`src/rtl/pc_sequencer_pkg.sv`:
```
// Shared types and constants for the next-PC sequencer.
// Mode encoding, select codes and default vector addresses.
package pc_sequencer_pkg;

    typedef enum logic {
        MODE_USER   = 1'b0,
        MODE_KERNEL = 1'b1
    } mode_t;

    typedef enum logic [2:0] {
        SEL_EXC,
        SEL_ERET,
        SEL_REDIR,
        SEL_IRQ,
        SEL_HOLD,
        SEL_JUMP,
        SEL_SEQ
    } sel_t;

    localparam logic [31:0] DEF_RESET_PC   = 32'h0000_0000;
    localparam logic [31:0] DEF_EXC_VECTOR = 32'h8000_0180;
    localparam logic [31:0] DEF_IRQ_VECTOR = 32'h8000_0200;
    localparam logic [31:0] PC_STEP        = 32'd4;

endpackage

```
`src/rtl/pc_sequencer_sel_prio.sv`:
```
// Priority encoder from pipeline events to the next-PC select code.
// Purely combinational; earlier tests in the chain win.
module pc_sel_prio
    import pc_sequencer_pkg::*;
(
    input  logic i_exception,
    input  logic i_eret,
    input  logic i_redirect,
    input  logic i_irq_pend,
    input  logic i_kernel,
    input  logic i_stall,
    input  logic i_jump,
    output sel_t o_sel,
    output logic o_flush_if_id,
    output logic o_flush_id_ex
);

    always_comb begin
        o_sel         = SEL_SEQ;
        o_flush_if_id = 1'b0;
        o_flush_id_ex = 1'b0;
        if (i_exception) begin
            o_sel         = SEL_EXC;
            o_flush_if_id = 1'b1;
            o_flush_id_ex = 1'b1;
        end else if (i_eret && i_kernel) begin
            o_sel         = SEL_ERET;
            o_flush_if_id = 1'b1;
            o_flush_id_ex = 1'b1;
        end else if (i_redirect) begin
            o_sel         = SEL_REDIR;
            o_flush_if_id = 1'b1;
            o_flush_id_ex = 1'b1;
        end else if (i_irq_pend && !i_kernel && !i_stall) begin
            // ID/EX holds a valid older instruction; only IF/ID is squashed
            o_sel         = SEL_IRQ;
            o_flush_if_id = 1'b1;
        end else if (i_stall) begin
            o_sel = SEL_HOLD;
        end else if (i_jump) begin
            o_sel         = SEL_JUMP;
            o_flush_if_id = 1'b1;
        end
    end

endmodule

```
`src/rtl/pc_sequencer.sv`:
```
// Next-PC controller for fetch: target mux, PC shadow, EPC,
// user/kernel mode and latched interrupt request.
module pc_sequencer
    import pc_sequencer_pkg::*;
#(
    parameter logic [31:0] RESET_PC   = DEF_RESET_PC,
    parameter logic [31:0] EXC_VECTOR = DEF_EXC_VECTOR,
    parameter logic [31:0] IRQ_VECTOR = DEF_IRQ_VECTOR
) (
    input  logic        clk,
    input  logic        reset,
    input  logic        stall,
    input  logic        jump,
    input  logic [31:0] jump_target,
    input  logic        redirect,
    input  logic [31:0] redirect_target,
    input  logic        exception,
    input  logic [31:0] exc_pc,
    input  logic        irq,
    input  logic        eret,
    output logic [31:0] pc_next,
    output logic        flush_if_id,
    output logic        flush_id_ex,
    output logic [31:0] epc,
    output logic        kernel
);

    logic [31:0] r_pc_cur;
    logic [31:0] r_epc;
    mode_t       r_mode;
    logic        r_irq_pend;

    sel_t w_prio_sel;
    sel_t w_sel;
    logic w_prio_fif;
    logic w_prio_fie;
    logic w_kernel;

    assign w_kernel = (r_mode == MODE_KERNEL);

    pc_sel_prio u_prio (
        .i_exception   (exception),
        .i_eret        (eret),
        .i_redirect    (redirect),
        .i_irq_pend    (r_irq_pend),
        .i_kernel      (w_kernel),
        .i_stall       (stall),
        .i_jump        (jump),
        .o_sel         (w_prio_sel),
        .o_flush_if_id (w_prio_fif),
        .o_flush_id_ex (w_prio_fie)
    );

    // While reset is high, fetch sees the plain step from RESET_PC
    assign w_sel       = reset ? SEL_SEQ : w_prio_sel;
    assign flush_if_id = w_prio_fif & ~reset;
    assign flush_id_ex = w_prio_fie & ~reset;
    assign epc         = r_epc;
    assign kernel      = w_kernel;

    always_comb begin
        pc_next = r_pc_cur + PC_STEP;
        unique case (w_sel)
            SEL_EXC:   pc_next = EXC_VECTOR;
            SEL_ERET:  pc_next = r_epc;
            SEL_REDIR: pc_next = redirect_target;
            SEL_IRQ:   pc_next = IRQ_VECTOR;
            SEL_HOLD:  pc_next = r_pc_cur;
            SEL_JUMP:  pc_next = jump_target;
            SEL_SEQ:   pc_next = r_pc_cur + PC_STEP;
            default:   pc_next = r_pc_cur + PC_STEP;
        endcase
    end

    always_ff @(posedge clk or posedge reset) begin
        if (reset) begin
            r_pc_cur   <= RESET_PC;
            r_epc      <= '0;
            r_mode     <= MODE_USER;
            r_irq_pend <= 1'b0;
        end else begin
            r_pc_cur <= pc_next;
            if (w_sel == SEL_EXC) begin
                r_epc  <= exc_pc;
                r_mode <= MODE_KERNEL;
            end else if (w_sel == SEL_IRQ) begin
                r_epc  <= r_pc_cur;
                r_mode <= MODE_KERNEL;
            end else if (w_sel == SEL_ERET) begin
                r_mode <= MODE_USER;
            end
            if (w_sel == SEL_IRQ)
                r_irq_pend <= 1'b0;
            else if (irq && !w_kernel)
                r_irq_pend <= 1'b1;
        end
    end

endmodule
```
`config.mk`:
```
export PLATFORM = sky130hd
export DESIGN_NAME = pc_sequencer
export DESIGN_NICKNAME = d
export VERILOG_FILES = /design/src/rtl/pc_sequencer_pkg.sv /design/src/rtl/pc_sequencer_sel_prio.sv /design/src/rtl/pc_sequencer.sv
export SDC_FILE = /design/constraint.sdc
export NUM_CORES = 1
export LEC_CHECK = 0
export CORE_ASPECT_RATIO = 1.4
export CORE_MARGIN = 2
export CORE_UTILIZATION = 46
export DETAILED_ROUTE_END_ITERATION = 6
export PLACE_DENSITY_LB_ADDON = 0.12
export SLEW_MARGIN = 20
export SYNTH_ARGS = -nofsm -noshare
export SYNTH_HDL_FRONTEND = slang
export SYNTH_SLANG_ARGS = --single-unit
```
`constraint.sdc`:
```
create_clock -name clk -period 9.43 [get_ports clk]
set_input_delay 1.886 -clock clk [delete_from_list [all_inputs] [get_ports clk]]
set_output_delay 1.886 -clock clk [all_outputs]
set_load 0.01 [all_outputs]
```
# [Word-level counts from Yosys, hierarchy flattened]
# Index checks and enable logic that the tools add are counted.
[totals] regBits=66 in_bits=104 output_inout_bits=67 word_cells=47
[classes] n_addsub=1 eq_ne=5 mux=24 bitwise_logic=3 reduce_logical=10
[ops] op="case mux 32 bit (6 select lines)" count=1
[ops] op="two-way mux 32 bit" count=2
[ops] op="adder 32 x 3 -> 32 bit (second input constant)" count=1
[ops] op="two-way mux 3 bit" count=6
[ops] op="two-way mux 1 bit" count=14
[ops] op="== test 3 x 2 -> 1 bit (second input constant)" count=2
[ops] op="== test 3 bit (second input constant)" count=2
[ops] op="logical AND 1 bit" count=4
[ops] op="nonzero test 2 bit" count=2
[ops] op="== test 3 x 1 -> 1 bit (second input constant)" count=1
[ops] op="zero test 3 bit" count=1
[ops] op="nonzero test 3 bit" count=1
[ops] op="bitwise AND 1 bit" count=2
[ops] op="zero test 1 bit" count=2
[ops] op="two-way mux 2 bit" count=1
[ops] op="inverter 1 bit" count=1

# [Depth between registers and ports, before layout]
[logic_depth] ltp_word=12 ltp_mapped=9 depth_no_buf=7

# [Cells and area by module]
# A second synthesis with hierarchy kept.
[hier_totals] hier_cells=502 hier_area_um2=4499.3
[by_module_without_submodules] module="pc_sequencer" instances=1 cells_per_inst=489 area_each_um2=4413.0 seq_area_each_um2=1651.6
[by_module_without_submodules] module="pc_sel_prio" instances=1 cells_per_inst=13 area_each_um2=86.3 seq_area_each_um2=0.0

# [Worst setup path after synthesis]
# Ideal clock, no wire load.
[synth_timing] kind="input to output" startpoint="input port reset" endpoint="output port pc_next[2]" t_arrival_ns=4.620 required_ns=7.544 setup_slack_ns=2.924 path_stages=7 path_buffers=3 path_cell_list="buf_2 -> inv_1 -> and3_1 -> clkbuf_1 -> clkbuf_1 -> a222oi_1 -> a22oi_1"
[synth_between] elab_chain_len=3 word_cells_on_any_way=8 classes_between="5 x eq/ne; 2 x mux; 1 x reduce/logical"
[synth_rtl] item="from (decl)" line="pc_sequencer.sv:11" rtl="input logic reset,"
[synth_rtl] item="two-way mux 3 bit *" line="pc_sequencer.sv:55" rtl="assign w_sel = reset ? SEL_SEQ : w_prio_sel;"
[synth_rtl] item="== test 3 bit, or another cell as far along" line="pc_sequencer.sv:63" rtl="unique case (w_sel)"
[synth_rtl] item="case mux 32 bit (6 select lines) *" line="pc_sequencer.sv:63"
[synth_rtl] item="to (decl)" line="pc_sequencer.sv:21" rtl="output logic [31:0] pc_next,"
# Mark *: on every way between the ends. The rest lies on a longest branch, timed or not.

# [Worst setup path in the final report]
[layout_timing] startpoint="input port redirect" endpoint="output port pc_next[2]"
[layout_between] elab_chain_len=6 word_cells_on_any_way=11 classes_between="5 x eq/ne; 5 x mux; 1 x reduce/logical"
[layout_rtl] item="from (decl)" line="pc_sequencer.sv:15" rtl="input logic redirect,"
[layout_rtl] item="two-way mux 3 bit *" line="pc_sequencer_sel_prio.sv:30" rtl="end else if (i_redirect) begin"
[layout_rtl] item="two-way mux 3 bit *" line="pc_sequencer_sel_prio.sv:26" rtl="end else if (i_eret && i_kernel) begin"
[layout_rtl] item="two-way mux 3 bit *" line="pc_sequencer_sel_prio.sv:22" rtl="if (i_exception) begin"
[layout_rtl] item="two-way mux 3 bit *" line="pc_sequencer.sv:55"
[layout_rtl] item="== test 3 bit, or another cell as far along" line="pc_sequencer.sv:63"
[layout_rtl] item="case mux 32 bit (6 select lines) *" line="pc_sequencer.sv:63"
# Marked as above.

==> flow_metrics.env <==
export IMPL_yosysWarnings=0
export IMPL_worstSetupPathType="primary input to output port"
export IMPL_gp_congestion=0.802
export IMPL_dr_total_vias=4134
export IMPL_max_cap_violations=0
export IMPL_cts_max_level=3
export IMPL_crit_path_frequent_cell="clkdlybuf4s50_1"
export IMPL_clk_pin_slew_worst_paths_ns=0.05
export IMPL_slew_headroom=0.418
export IMPL_grt_max_degree=68
export IMPL_dp_hpwl_mm=9.33
export IMPL_area_delta_synth_final_pct=52.5
export IMPL_crit_path_start_kind="primary input"
export IMPL_coreArea_um2=8200
export IMPL_clk_path_buf_depth=2
export IMPL_die_h_um=113
export IMPL_max_freq_mhz=144
export IMPL_rows=39
export IMPL_syn_area_per_cell_um2=9.93
export IMPL_routedWlPerCell_um=21.0
export IMPL_cts_setup_buffers=0
export IMPL_min_from="epc[10]$_DFFE_PP0P_"
export IMPL_r2r_cells=6
export IMPL_grtUsageTotal=0.301
export IMPL_r2r_end="r_pc_cur[2]$_DFF_PP0_"
export IMPL_rsz0062_at_grt="false"
export IMPL_critPathSlowestCell="and2_1"
export IMPL_ff_latch_area_um2=1650
export IMPL_dr_pass1_iters=7
export IMPL_initial_utilization=0.474
export IMPL_cpPeakStageDelay_ns=0.68
export IMPL_synth_enable_flop_cells=0
export IMPL_crit_end="pc_next[2]"
export IMPL_multi_input_area_um2=1940
export IMPL_worstMarginPinSlew_ns=0.874
export IMPL_synth_cell_types=55
export IMPL_p_leak_nw=2.46
export IMPL_syn_inst=391
export IMPL_cts_tree="built"
export IMPL_yosysSeqAreaShare=0.425
export IMPL_antenna_found_initial=0
export IMPL_port_buffers=170
export IMPL_min_period_ns=6.96
export IMPL_drt_initial_drc_count=594
export IMPL_min_path_type="flip-flop to flip-flop"
export IMPL_arrival_ns=5.08
export IMPL_ant_nets=0
export IMPL_skew_ns=0.00873
export IMPL_via_per_inst=6.31
export IMPL_finalCritPeriodShare=0.738
export IMPL_drive_above_1_share=0.0778
export IMPL_violations="DRC"
export IMPL_drc=9
export IMPL_die_x_um=81.6
export IMPL_io_pins=171
export IMPL_cts_root_buf="clkbuf_16"
export IMPL_ys_ff_latch=66
export IMPL_clock_sinks=66
export IMPL_first_global_vias=4236
export IMPL_syn_num_nets=496
export IMPL_crit_start="redirect"
export IMPL_fill_cells=625
export IMPL_grt_overflow_total=0
export IMPL_hold_violations=0
export IMPL_reg2reg_slack_ns=6.77
export IMPL_crit_fanout=20
export IMPL_fin_setup_tns_ns=0
export IMPL_hold_buffers=0
export IMPL_wl_mm=13.7
export IMPL_num_antenna_cells=0
export IMPL_die_area_um2=9200
export IMPL_status="finished, violations left"
export IMPL_final_util=0.722
export IMPL_cp_end_kind="output port"
export IMPL_path_cells="clkdlybuf4s50_1 > a211oi_2 > o21a_1 > buf_4 > and2_1 > a21oi_1 > a22oi_1 > clkdlybuf4s50_1"
export IMPL_clkLatencyLatePin_ns=0.33
export IMPL_cts_resized=0
export IMPL_ir_worst_vdd_mv=0.108
export IMPL_grt_pass1_wl_mm=21.3
export IMPL_power_density_nw_per_um2=177
export IMPL_async_reset_ff_frac=1.00
export IMPL_r2r_start="kernel$_DFFE_PP0P_"
export IMPL_setup_viol=0
export IMPL_nets=655
export IMPL_slew_viol_final=0
export IMPL_critPathRequiredTime_ns=7.54
export IMPL_cts_buffers=9
export IMPL_ys_flop_type="dfrtp_1"
export IMPL_netlist_area_um2=3880
==> synth_stat cells, types with 3 or more instances <==
master	count	area, um2
clkbuf_1	14	52.6
o211ai_1	11	82.6
and4_1	3	26.3
nand3_1	12	60.1
mux2_1	10	113
o21ai_0	8	40.0
a21oi_1	9	45.0
o311ai_1	3	26.3
buf_6	4	45.0
xor2_1	12	105
o21ai_1	6	30.0
mux2_2	4	45.0
a211oi_1	3	22.5
a21o_1	4	30.0
xnor2_1	6	52.6
buf_2	12	60.1
nand2_1	38	143
a222oi_1	53	531
a22oi_1	8	60.1
nor2_1	13	48.8
inv_1	35	131
nand4_1	8	50.1
and3_1	6	37.5
nand2b_1	3	18.8
dfrtp_1	66	1650
nor3_1	5	25.0
==> worst min path at each step <==
stage	slack (ns)	to	cells after the start
after floorplan	0.47	epc[0]$_DFFE_PP0P_	2
after global placement	0.49	epc[0]$_DFFE_PP0P_	2
after global routing	0.54	epc[14]$_DFFE_PP0P_	2
final	0.51	epc[10]$_DFFE_PP0P_	2
after CTS	0.51	epc[10]$_DFFE_PP0P_	2
after detailed placement	0.50	epc[10]$_DFFE_PP0P_	2
==> power by group <==
part	switching [W]	internal (W)
registers	0.0000611	0.000335
clock network	0.000118	0.000215
logic	0.000138	0.000183
total	0.000317	0.000732
==> placed cells by master, fill, tap and decap left out, drive strengths merged, types with 3 or more instances in the layout <==
cell type	n
a222oi	53
nand2b	4
inv	35
and3	6
nor2	13
o311ai	3
a21oi	9
nand4	9
nor3	6
a21o	4
clkbuf	11
and4	3
a221oi	3
dfrtp	66
a22oi	8
nand2	38
o211ai	11
clkdlybuf4s50	170
o21ai	16
buf	10
nand3	13
xor2	12
mux2	14
a211oi	4
xnor2	6
==> sequential cells by signal, indices dropped and copies added (netlist names) <==
| register | cells |
|---|---|
| epc | 32 |
| r_pc_cur | 32 |
| kernel | 1 |
| r_irq_pend | 1 |
==> through the flow <==
stage / setup slack [ns] / cell area [um2] / hold slack [ns] / power (W) / std cells
floorplan: 2.92 / 3880 / 0.472 / 0.000530 / 391
global placement: 2.58 / 5630 / 0.489 / 0.000711 / 641
detailed placement: 2.52 / 5630 / 0.501 / 0.000717 / 641
CTS: 2.49 / 5920 / 0.513 / 0.00105 / 655
global route: 2.23 / 5920 / 0.542 / 0.00110 / 655
finish: 2.47 / 5920 / 0.510 / 0.00105 / 655
==> cell families after synthesis <==
kind of cell / after synthesis / synth area share
AO/OA/AOI/OAI: 121 / 0.267
AND/OR/NAND/NOR: 103 / 0.142
buffers and inverters: 67 / 0.0783
flip-flops: 66 / 0.425
XOR/XNOR: 18 / 0.0406
multiplexers: 15 / 0.0432
adder cells (fa/ha/maj): 1 / 0.00322
==> worst max-delay path: cells and delay by family <==
family | cells | cell delay, ns
buffers and inverters | 3 | 1.46
AND/OR/NAND/NOR | 1 | 0.68
AO/OA/AOI/OAI | 4 | 1.06
==> area by class of cell <==
cell class | instances | area share
multi-input cells | 258 | 0.328
repair buffers | 180 | 0.300
flip-flops and latches | 66 | 0.279
clock buffers | 11 | 0.0427
inverters | 35 | 0.0222
well taps | 102 | 0.0216
clock inverters | 3 | 0.00676
==> per-layer routing <==
| layer | up-vias | global-route usage | wire length, um |
|---|---|---|---|
| met3 | 28 | 0.0550 | 1190 |
| met5 | - | 0 | 0 |
| met1 | 1975 | 0.373 | 5210 |
| met4 | 0 | 0.0933 | 266 |
| li1 | 1856 | - | - |
| met2 | 275 | 0.524 | 7070 |
Power figures use the tool's default switching activity.
